## config.mk

```make
export PLATFORM = sky130hd
export DESIGN_NAME = ryu_action_controller
export DESIGN_NICKNAME = d
export VERILOG_FILES = /design/src/rtl/ryu_action_controller.sv
export SDC_FILE = /design/constraint.sdc
export NUM_CORES = 1
export LEC_CHECK = 0
export CELL_PAD_IN_SITES_DETAIL_PLACEMENT = 0
export CELL_PAD_IN_SITES_GLOBAL_PLACEMENT = 1
export CORE_MARGIN = 5
export CORE_UTILIZATION = 47
export CTS_CLUSTER_DIAMETER = 40
export CTS_CLUSTER_SIZE = 20
export DETAILED_ROUTE_END_ITERATION = 12
export GPL_ROUTABILITY_DRIVEN = 0
export PLACE_DENSITY_LB_ADDON = 0.1
export SETUP_SLACK_MARGIN = 0.5
export SLEW_MARGIN = 15
export SYNTH_ARGS = -nofsm -noshare
export SYNTH_HDL_FRONTEND = slang
export SYNTH_SLANG_ARGS = --single-unit
```

## constraint.sdc

```tcl
create_clock -name vga_clk -period 8.87 [get_ports vga_clk]
set_input_delay 1.774 -clock vga_clk [delete_from_list [all_inputs] [get_ports vga_clk]]
set_output_delay 1.774 -clock vga_clk [all_outputs]
set_load 0.005 [all_outputs]
```

## src/rtl/ryu_action_controller.sv

```systemverilog
// Ryu action sequencer: frame-paced state machine that turns keys and hits
// into a sprite select plus a registered sprite position.
module ryu_action_controller #(
  parameter int X_INIT       = 100,
  parameter int Y_GROUND     = 300,
  parameter int X_MIN        = 0,
  parameter int X_MAX        = 560,
  parameter int WALK_STEP    = 2,
  parameter int PUNCH_FRAMES = 12,
  parameter int JUMP_V0      = 12,
  parameter int GRAVITY      = 1
) (
  input  logic       vga_clk,
  input  logic       reset_n,
  input  logic       frame_tick,
  input  logic       key_left,
  input  logic       key_right,
  input  logic       key_up,
  input  logic       key_down,
  input  logic       key_punch,
  input  logic       hit,
  input  logic       restart,
  output logic [2:0] sprite,
  output logic [9:0] RyuX,
  output logic [9:0] RyuY,
  output logic       busy,
  output logic       dead
);

  typedef enum logic [2:0] {
    ST_STAND  = 3'd0,
    ST_PUNCH  = 3'd1,
    ST_JUMP   = 3'd2,
    ST_CROUCH = 3'd3,
    ST_WALK_L = 3'd4,
    ST_WALK_R = 3'd5,
    ST_DEATH  = 3'd6
  } state_t;

  localparam logic signed [10:0] XMIN_S = 11'(X_MIN);
  localparam logic signed [10:0] XMAX_S = 11'(X_MAX);
  localparam logic signed [10:0] STEP_S = 11'(WALK_STEP);
  localparam logic signed [10:0] YGND_S = 11'(Y_GROUND);
  localparam logic signed [6:0]  V0_S   = 7'(JUMP_V0);
  localparam logic signed [6:0]  GRAV_S = 7'(GRAVITY);
  localparam logic [5:0]         CNT_LD = 6'(PUNCH_FRAMES - 1);
  localparam logic [9:0]         X_RST  = 10'(X_INIT);
  localparam logic [9:0]         Y_RST  = 10'(Y_GROUND);

  state_t             state_q, state_d, gnd;
  logic [9:0]         x_q, x_d, y_q, y_d;
  logic signed [6:0]  vy_q, vy_d;
  logic [5:0]         cnt_q, cnt_d;
  logic               pprev_q, pprev_d;

  logic               punch_edge, go_left, go_right;
  logic signed [10:0] x_ext, xl_raw, xr_raw, y_next;
  logic [9:0]         x_left, x_right, x_drift;
  logic               landing;

  always_ff @(posedge vga_clk or negedge reset_n) begin
    if (!reset_n) begin
      state_q <= ST_STAND;
      x_q     <= X_RST;
      y_q     <= Y_RST;
      vy_q    <= '0;
      cnt_q   <= '0;
      pprev_q <= 1'b0;
    end else begin
      state_q <= state_d;
      x_q     <= x_d;
      y_q     <= y_d;
      vy_q    <= vy_d;
      cnt_q   <= cnt_d;
      pprev_q <= pprev_d;
    end
  end

  // 11-bit signed intermediates keep the clamp free of wraparound
  always_comb begin
    punch_edge = key_punch & ~pprev_q;
    go_left    = key_left & ~key_right;
    go_right   = key_right & ~key_left;
    x_ext      = signed'({1'b0, x_q});
    xl_raw     = x_ext - STEP_S;
    xr_raw     = x_ext + STEP_S;
    x_left     = (xl_raw < XMIN_S) ? XMIN_S[9:0] : xl_raw[9:0];
    x_right    = (xr_raw > XMAX_S) ? XMAX_S[9:0] : xr_raw[9:0];
    x_drift    = go_left ? x_left : (go_right ? x_right : x_q);
    y_next     = signed'({1'b0, y_q}) - {{4{vy_q[6]}}, vy_q};
    landing    = (vy_q <= 7'sd0) && (y_next >= YGND_S);
  end

  always_comb begin
    gnd = ST_STAND;
    if (hit)             gnd = ST_DEATH;
    else if (punch_edge) gnd = ST_PUNCH;
    else if (key_up)     gnd = ST_JUMP;
    else if (key_down)   gnd = ST_CROUCH;
    else if (go_left)    gnd = ST_WALK_L;
    else if (go_right)   gnd = ST_WALK_R;
  end

  always_comb begin
    logic ground_go;
    ground_go = 1'b0;
    state_d   = state_q;
    x_d       = x_q;
    y_d       = y_q;
    vy_d      = vy_q;
    cnt_d     = cnt_q;
    pprev_d   = pprev_q;
    if (frame_tick) begin
      pprev_d = key_punch;
      case (state_q)
        ST_DEATH: begin
          if (restart) begin
            state_d = ST_STAND;
            x_d     = X_RST;
            y_d     = Y_RST;
            vy_d    = '0;
            cnt_d   = '0;
          end
        end
        ST_JUMP: begin
          if (hit) begin
            state_d = ST_DEATH;
            y_d     = Y_RST;
            vy_d    = '0;
          end else begin
            x_d = x_drift;
            if (landing) begin
              state_d = ST_STAND;
              y_d     = Y_RST;
              vy_d    = '0;
            end else begin
              y_d  = y_next[9:0];
              vy_d = vy_q - GRAV_S;
            end
          end
        end
        ST_PUNCH: begin
          if (hit) ground_go = 1'b1;
          else if (cnt_q != '0) cnt_d = cnt_q - 6'd1;
          else ground_go = 1'b1;
        end
        default: ground_go = 1'b1;
      endcase
      if (ground_go) begin
        state_d = gnd;
        unique case (gnd)
          ST_PUNCH:  cnt_d = CNT_LD;
          ST_JUMP:   vy_d  = V0_S;
          ST_WALK_L: x_d   = x_left;
          ST_WALK_R: x_d   = x_right;
          ST_DEATH: begin
            y_d  = Y_RST;
            vy_d = '0;
          end
          default: ;
        endcase
      end
    end
  end

  always_comb begin
    sprite = state_q;
    busy   = (state_q == ST_PUNCH) || (state_q == ST_JUMP);
    dead   = (state_q == ST_DEATH);
    RyuX   = x_q;
    RyuY   = y_q;
  end

endmodule

```

==> impl_metrics.json, run 1 <==
{
  "clock-root-buffer": "clkbuf_8",
  "cp.arrival_ns": 4.49,
  "area_growth_pct": 12.4,
  "rsz0062_at_grt": "no",
  "ctsHoldBuffers": 0,
  "grt_util_all_layers_pct": 22.8,
  "p_sw_uw": 676,
  "grt.overflow.total": 0,
  "critPathLaunchType": "input port",
  "yosysUniqueCellTypes": 80,
  "drc": 0,
  "die_area_mm2": 0.00972,
  "vias_per_cell": 6.36,
  "synth_top_family_by_area": "compound AO/OA/AOI/OAI gates",
  "pwr-share-seq_pct": 24.3,
  "worstPathMaxFanout": 7,
  "netlist_instances": 469,
  "synth_nets": 499,
  "setup.worst_path.end_class": "flop",
  "wl_per_cell_um": 18.6,
  "clkSinkCount": 37,
  "die_h_um": 98.6,
  "drtIter0Drc": 258,
  "row_count": 32,
  "min_period_ns": 4.25,
  "power_density_mw_per_mm2": 332,
  "fmaxAchievable_mhz": 235,
  "nets": 517,
  "yosysSeqAreaShare_pct": 25.3,
  "post_cts_resized": 0,
  "rr_worst_depth": 9,
  "r2r_setup_slack_ns": 5.54,
  "htreeDepth": 2,
  "crit_end": "RyuX[5]",
  "grt_pass1_vias": 3510,
  "ys_ff_latch": 37,
  "antenna_found_initial": 0,
  "ys_warn_count": 0,
  "maxCapViolations": 0,
  "io_pins": 35,
  "finClkSkew_ns": 0.00817,
  "synth_top_cell_area_share_pct": 20.4,
  "dp_cells": 582,
  "crit_start": "key_left",
  "critPathKind": "input port to flop",
  "vias": 3750,
  "yosysTopAreaCell": "dfrtp_1",
  "report.final.slew_viol_count": 0,
  "final_cell_mix": "o21ai_0, nand2_1, clkdlybuf4s50_1",
  "drive_gt1_share_pct": 6.97,
  "slew_headroom_pct": 37.9,
  "drtPass1Iterations": 5,
  "cts_buffers": 5,
  "synthMuxAreaShare_pct": 1.26,
  "tightest_slew_ns": 0.932,
  "routed_wl_um": 11000,
  "p_leak_uw": 0.00166,
  "grt_pass1_wl_um": 18300,
  "synth_top_flop_cell": "dfrtp_1",
  "p_total_uw": 1370,
  "syn_area_mm2": 0.00369,
  "grt_max_degree": 38,
  "synth_compound_area_share_pct": 35.3,
  "postCtsSetupRepairBufs": 0,
  "synth_fa_ha_area_share_pct": 6.99,
  "r2r_end": "RyuX[0]",
  "clkPwrFrac_pct": 11.3,
  "antenna_cells": 0,
  "syn_avg_cell_area_um2": 7.86,
  "setup_viol": 0,
  "p_int_uw": 699,
  "p_sw_share_pct": 49.2,
  "min-delay-start": "vy_q[6]",
  "place.port_buffers": 34,
  "initial_utilization_pct": 48.0,
  "pwr-share-comb_pct": 64.5,
  "layout_commonest_cell": "o21ai_0",
  "n_fill_cell": 772,
  "synth-simple-area-share_pct": 21.6,
  "hold_path.class": "flop to flop",
  "r2r-start": "RyuX[2]",
  "required_ns": 9.10,
  "finalCritPeriodShare_pct": 48.0,
  "core_mm2": 0.00769,
  "synthTopCellsByArea": "dfrtp_1, ha_1, o21ai_0, dfstp_2, nand2_1",
  "dpl.hpwl_um": 7900,
  "ant_nets": 0,
  "outcome": "finished, final reports clean",
  "clkLatencyLatePin_ns": 0.30,
  "ir_drop_mv": 0.157,
  "clockBufferDepth": 2,
  "clk_pin_slew_worst_paths_ns": 0.08,
  "cts_tree": "yes",
  "synth_edf_count": 0,
  "fin_cells": 590,
  "die_x_um": 98.6,
  "fin_tns_setup_ns": 0,
  "async_reset_ff_share_pct": 100,
  "finalHoldViolations": 0,
  "synth_xor_area_share_pct": 2.82
}
[synth_stat cells (4+ instances only)]
master,number
clkbuf_1,14
nor4_1,4
a21o_1,5
o22ai_1,8
o21ai_1,4
o31ai_1,4
nand2b_1,9
and2_1,6
o21ai_0,47
xnor2_1,5
dfrtp_1,30
nor3_1,12
nand2_1,44
ha_1,19
o221ai_1,5
o211ai_1,8
or2_2,4
a21oi_1,27
and3_1,8
buf_2,6
a31oi_1,11
nor2_1,30
o21a_1,7
xor2_1,5
nand3_1,12
dfstp_2,7
a211oi_1,6
a22o_1,6
nor2b_1,8
inv_1,29
[layer usage]
metal | global-route usage (%) | wire length [um]
met1 | 34.0 | 5230
met2 | 33.7 | 4870
met3 | 3.89 | 681
met4 | 6.41 | 182
met5 | 0 | 0
[per-stage QoR]
step	hold slack (ns)	setup WS (ns)	area [um2]	utilization (%)
floorplan	0.453	5.31	3690	-
global placement	0.481	4.48	4030	52.5
detailed placement	0.488	4.38	4030	52.5
CTS	0.500	4.68	4150	53.9
global route	0.517	4.46	4150	53.9
finish	0.499	4.62	4150	53.9
[cells by family (layout without fill, tap and decap cells)]
family | count (synthesis) | in the layout
multiplexers | 4 | 4
buffers and inverters | 55 | 74
XOR/XNOR | 11 | 11
AO/OA/AOI/OAI | 187 | 187
flip-flops | 37 | 37
adder cells (fa/ha/maj) | 20 | 20
AND/OR/NAND/NOR | 155 | 155
[worst min path at each step]
stage	to	slack [ns]	cells past startpoint
2_1_floorplan	cnt_q[4]	0.45	1
3_3_place_gp	cnt_q[4]	0.48	1
3_5_place_dp	vy_q[6]	0.49	1
4_1_cts	vy_q[6]	0.50	1
5_1_grt	cnt_q[4]	0.52	1
6_report	vy_q[6]	0.50	1
[worst max-delay path: stages]
cell and delay [ns]:
clkdlybuf4s50_1 0.49, inv_1 0.07, ha_1 0.32, nor4_1 0.68, nand3b_1 0.40, o221ai_1 0.25, o21ai_0 0.10, o21ai_1 0.09
a221oi_1 0.11, a21oi_1 0.19
[layout make-up]
type | instances | area (um2) | area share, %
Tap cell | 102 | 128 | 3.08
Inverter | 29 | 109 | 2.63
Timing Repair Buffer | 37 | 358 | 8.63
Multi-Input combinational cell | 377 | 2500 | 60.4
Clock buffer | 6 | 72.6 | 1.75
Clock inverter | 2 | 38.8 | 0.936
Sequential cell | 37 | 935 | 22.5
[power by group through the flow]
| stage | clock network, uW | logic (uW) | registers [uW] |
|---|---|---|---|
| 2_1_floorplan | 0 | 660 | 291 |
| 3_3_place_gp | 0 | 862 | 333 |
| 3_5_place_dp | 0 | 868 | 335 |
| 4_1_cts | 159 | 877 | 332 |
| 5_1_grt | 166 | 982 | 350 |
| 6_report | 155 | 886 | 333 |
[sequential cells by signal (all words and copies together), names as in the netlist]
name     flops
cnt_q        6
pprev_q      1
vy_q         7
RyuY        10
sprite       3
RyuX        10
Power figures use the tool's default switching activity.
==> run 2: changes to the inputs <==
--- a/config.mk
+++ b/config.mk
@@ -8,7 +8,7 @@
 export CELL_PAD_IN_SITES_DETAIL_PLACEMENT = 0
 export CELL_PAD_IN_SITES_GLOBAL_PLACEMENT = 1
 export CORE_MARGIN = 5
-export CORE_UTILIZATION = 47
+export CORE_UTILIZATION = 44
 export CTS_CLUSTER_DIAMETER = 40
 export CTS_CLUSTER_SIZE = 20
 export DETAILED_ROUTE_END_ITERATION = 12
==> constraint.sdc (replaced) <==
create_clock -name vga_clk -period 4.2 [get_ports vga_clk]
set_input_delay 0.84 -clock vga_clk [delete_from_list [all_inputs] [get_ports vga_clk]]
set_output_delay 0.84 -clock vga_clk [all_outputs]
set_load 0.005 [all_outputs]
==> run 2 against run 1 <==
  * Total power up 110%
  * Combinational power up 110%
  * Via count up 0.37%
  * Cell count up 0.85%
  * Sequential share of layout area down 0.10 points
  * Clock power up 110%
  * Critical path depth down 1
  * Sequential power up 110%
  * Die area up 6.1%
  * Flip-flop and latch count unchanged
  * Critical path type is now flop to flop
  * Critical endpoint unchanged
  * Largest power group unchanged
==> impl_metrics.json, run 2 (synthesized netlist as in run 1, its figures left out) <==
{
  "vias": 3764,
  "worstPathMaxFanout": 15,
  "vias_per_cell": 6.33,
  "cp.arrival_ns": 3.53,
  "ctsHoldBuffers": 0,
  "slew_headroom_pct": 38.5,
  "rsz0062_at_grt": "no",
  "clkSinkCount": 37,
  "io_pins": 35,
  "postCtsSetupRepairBufs": 0,
  "clockBufferDepth": 2,
  "die_x_um": 102,
  "cts_buffers": 5,
  "cp_slowest_cell": "dfstp_2",
  "routed_wl_um": 11300,
  "min_period_ns": 3.30,
  "htreeDepth": 2,
  "seqCellArea_um2": 935,
  "grt_pass1_wl_um": 18500,
  "clk_pin_slew_worst_paths_ns": 0.09,
  "wl_per_cell_um": 19.0,
  "multiInputGateArea_mm2": 0.00250,
  "pwr-share-comb_pct": 64.3,
  "drtPass1Iterations": 5,
  "ir_drop_mv": 0.261,
  "grt_util_all_layers_pct": 22.4,
  "finalCritPeriodShare_pct": 78.7,
  "row_count": 33,
  "p_sw_uw": 1430,
  "drive_gt1_share_pct": 7.35,
  "grt_pass1_vias": 3526,
  "fin_ws_ns": 0.896,
  "layout_commonest_cell": "o21ai_0",
  "slowest_delay_ns": 0.60,
  "fin_tns_setup_ns": 0,
  "pwr-share-seq_pct": 24.4,
  "core_mm2": 0.00818,
  "crit_start": "RyuX[2]",
  "post_cts_resized": 0,
  "n_fill_cell": 800,
  "maxCapViolations": 0,
  "critPathKind": "flop to flop",
  "fmaxAchievable_mhz": 303,
  "final_cell_mix": "o21ai_0, nand2_1, clkdlybuf4s50_1",
  "report.final.slew_viol_count": 0,
  "min-delay-start": "cnt_q[4]",
  "p_leak_uw": 0.00167,
  "die_area_mm2": 0.0103,
  "finalHoldViolations": 0,
  "setup_viol": 0,
  "finClkSkew_ns": 0.00683,
  "die_h_um": 102,
  "p_int_uw": 1470,
  "clkPwrFrac_pct": 11.4,
  "required_ns": 4.43,
  "dpl.hpwl_um": 8260,
  "cts_tree": "yes",
  "hold_path.class": "flop to flop",
  "area_growth_pct": 12.9,
  "antenna_found_initial": 0,
  "drtIter0Drc": 290,
  "outcome": "finished, final reports clean",
  "ant_nets": 0,
  "setup.worst_path.end_class": "flop",
  "place.port_buffers": 34,
  "power_density_mw_per_mm2": 696,
  "p_sw_share_pct": 49.2,
  "r2r-start": "RyuX[2]",
  "place_ws_ns": 0.869,
  "tightest_slew_ns": 0.923,
  "clkLatencyLatePin_ns": 0.30,
  "critPathLaunchType": "flop",
  "antenna_cells": 0,
  "drc": 0,
  "worstPathCellList": "ha_1 -> and4_1 -> nand4_2 -> o21a_1 -> o21ai_0 -> a21oi_4 -> a2111oi_1 -> a221oi_1 -> a21oi_1",
  "grt_max_degree": 38,
  "initial_utilization_pct": 45.1,
  "clock-root-buffer": "clkbuf_8",
  "nets": 519,
  "grt.overflow.total": 0
}
[run 2: cell types whose count changed in the layout (fill, tap and decap cells not counted), sizes merged]
cell,before,now
buf,4,6
[run 2: routing by layer]
| layer | part of all wire (%) | track usage, % | wire (um) |
|---|---|---|---|
| met2 | 44 | 34.1 | 4960 |
| met1 | 50 | 33.0 | 5590 |
| met4 | 1.6 | 5.32 | 182 |
| met3 | 5.0 | 3.58 | 565 |
| met5 | 0 | 0 | 0 |
[run 2: power groups by stage]
stage / Clock, uW / Combinational (uW) / Sequential, uW
after floorplan: 0 / 1390 / 615
after global routing: 352 / 2070 / 735
after global placement: 0 / 1830 / 704
after CTS: 342 / 1850 / 703
after detailed placement: 0 / 1840 / 708
final: 329 / 1860 / 706
[run 2: worst paths after layout]
kind,to,depth (start not counted),slack (ns)
worst max register to register,RyuX[5],9,0.90
worst max-delay path,RyuX[5],9,0.90
worst min-delay path,cnt_q[4],1,0.51
worst min register to register,cnt_q[4],1,0.51
max in group asynchronous,RyuX[0],1,2.96
min in group asynchronous,RyuY[7],1,0.66
[run 2: critical path: cells and delay by family (launching register included)]
kind	cells	cell delay, ns
compound gates	6	1.60
fa+ha+maj	1	0.41
simple gates	2	0.61
flops	1	0.60
[run 2: final cells by class]
class / count / area share (%)
Timing Repair Buffer: 39 / 8.95
Tap cell: 105 / 3.16
Clock buffer: 6 / 1.74
Clock inverter: 2 / 0.931
Sequential cell: 37 / 22.4
Inverter: 29 / 2.61
Multi-Input combinational cell: 377 / 60.2
[run 2: through the flow]
step	instance area (um2)	total power, uW	cells	util, %	hold WS, ns
global placement	4050	2540	587	49.6	0.482
global route	4160	3160	595	50.9	0.510
detailed placement	4050	2550	587	49.6	0.485
CTS	4160	2900	595	50.9	0.499
finish	4160	2900	595	50.9	0.506
floorplan	3690	2010	469	-	0.453
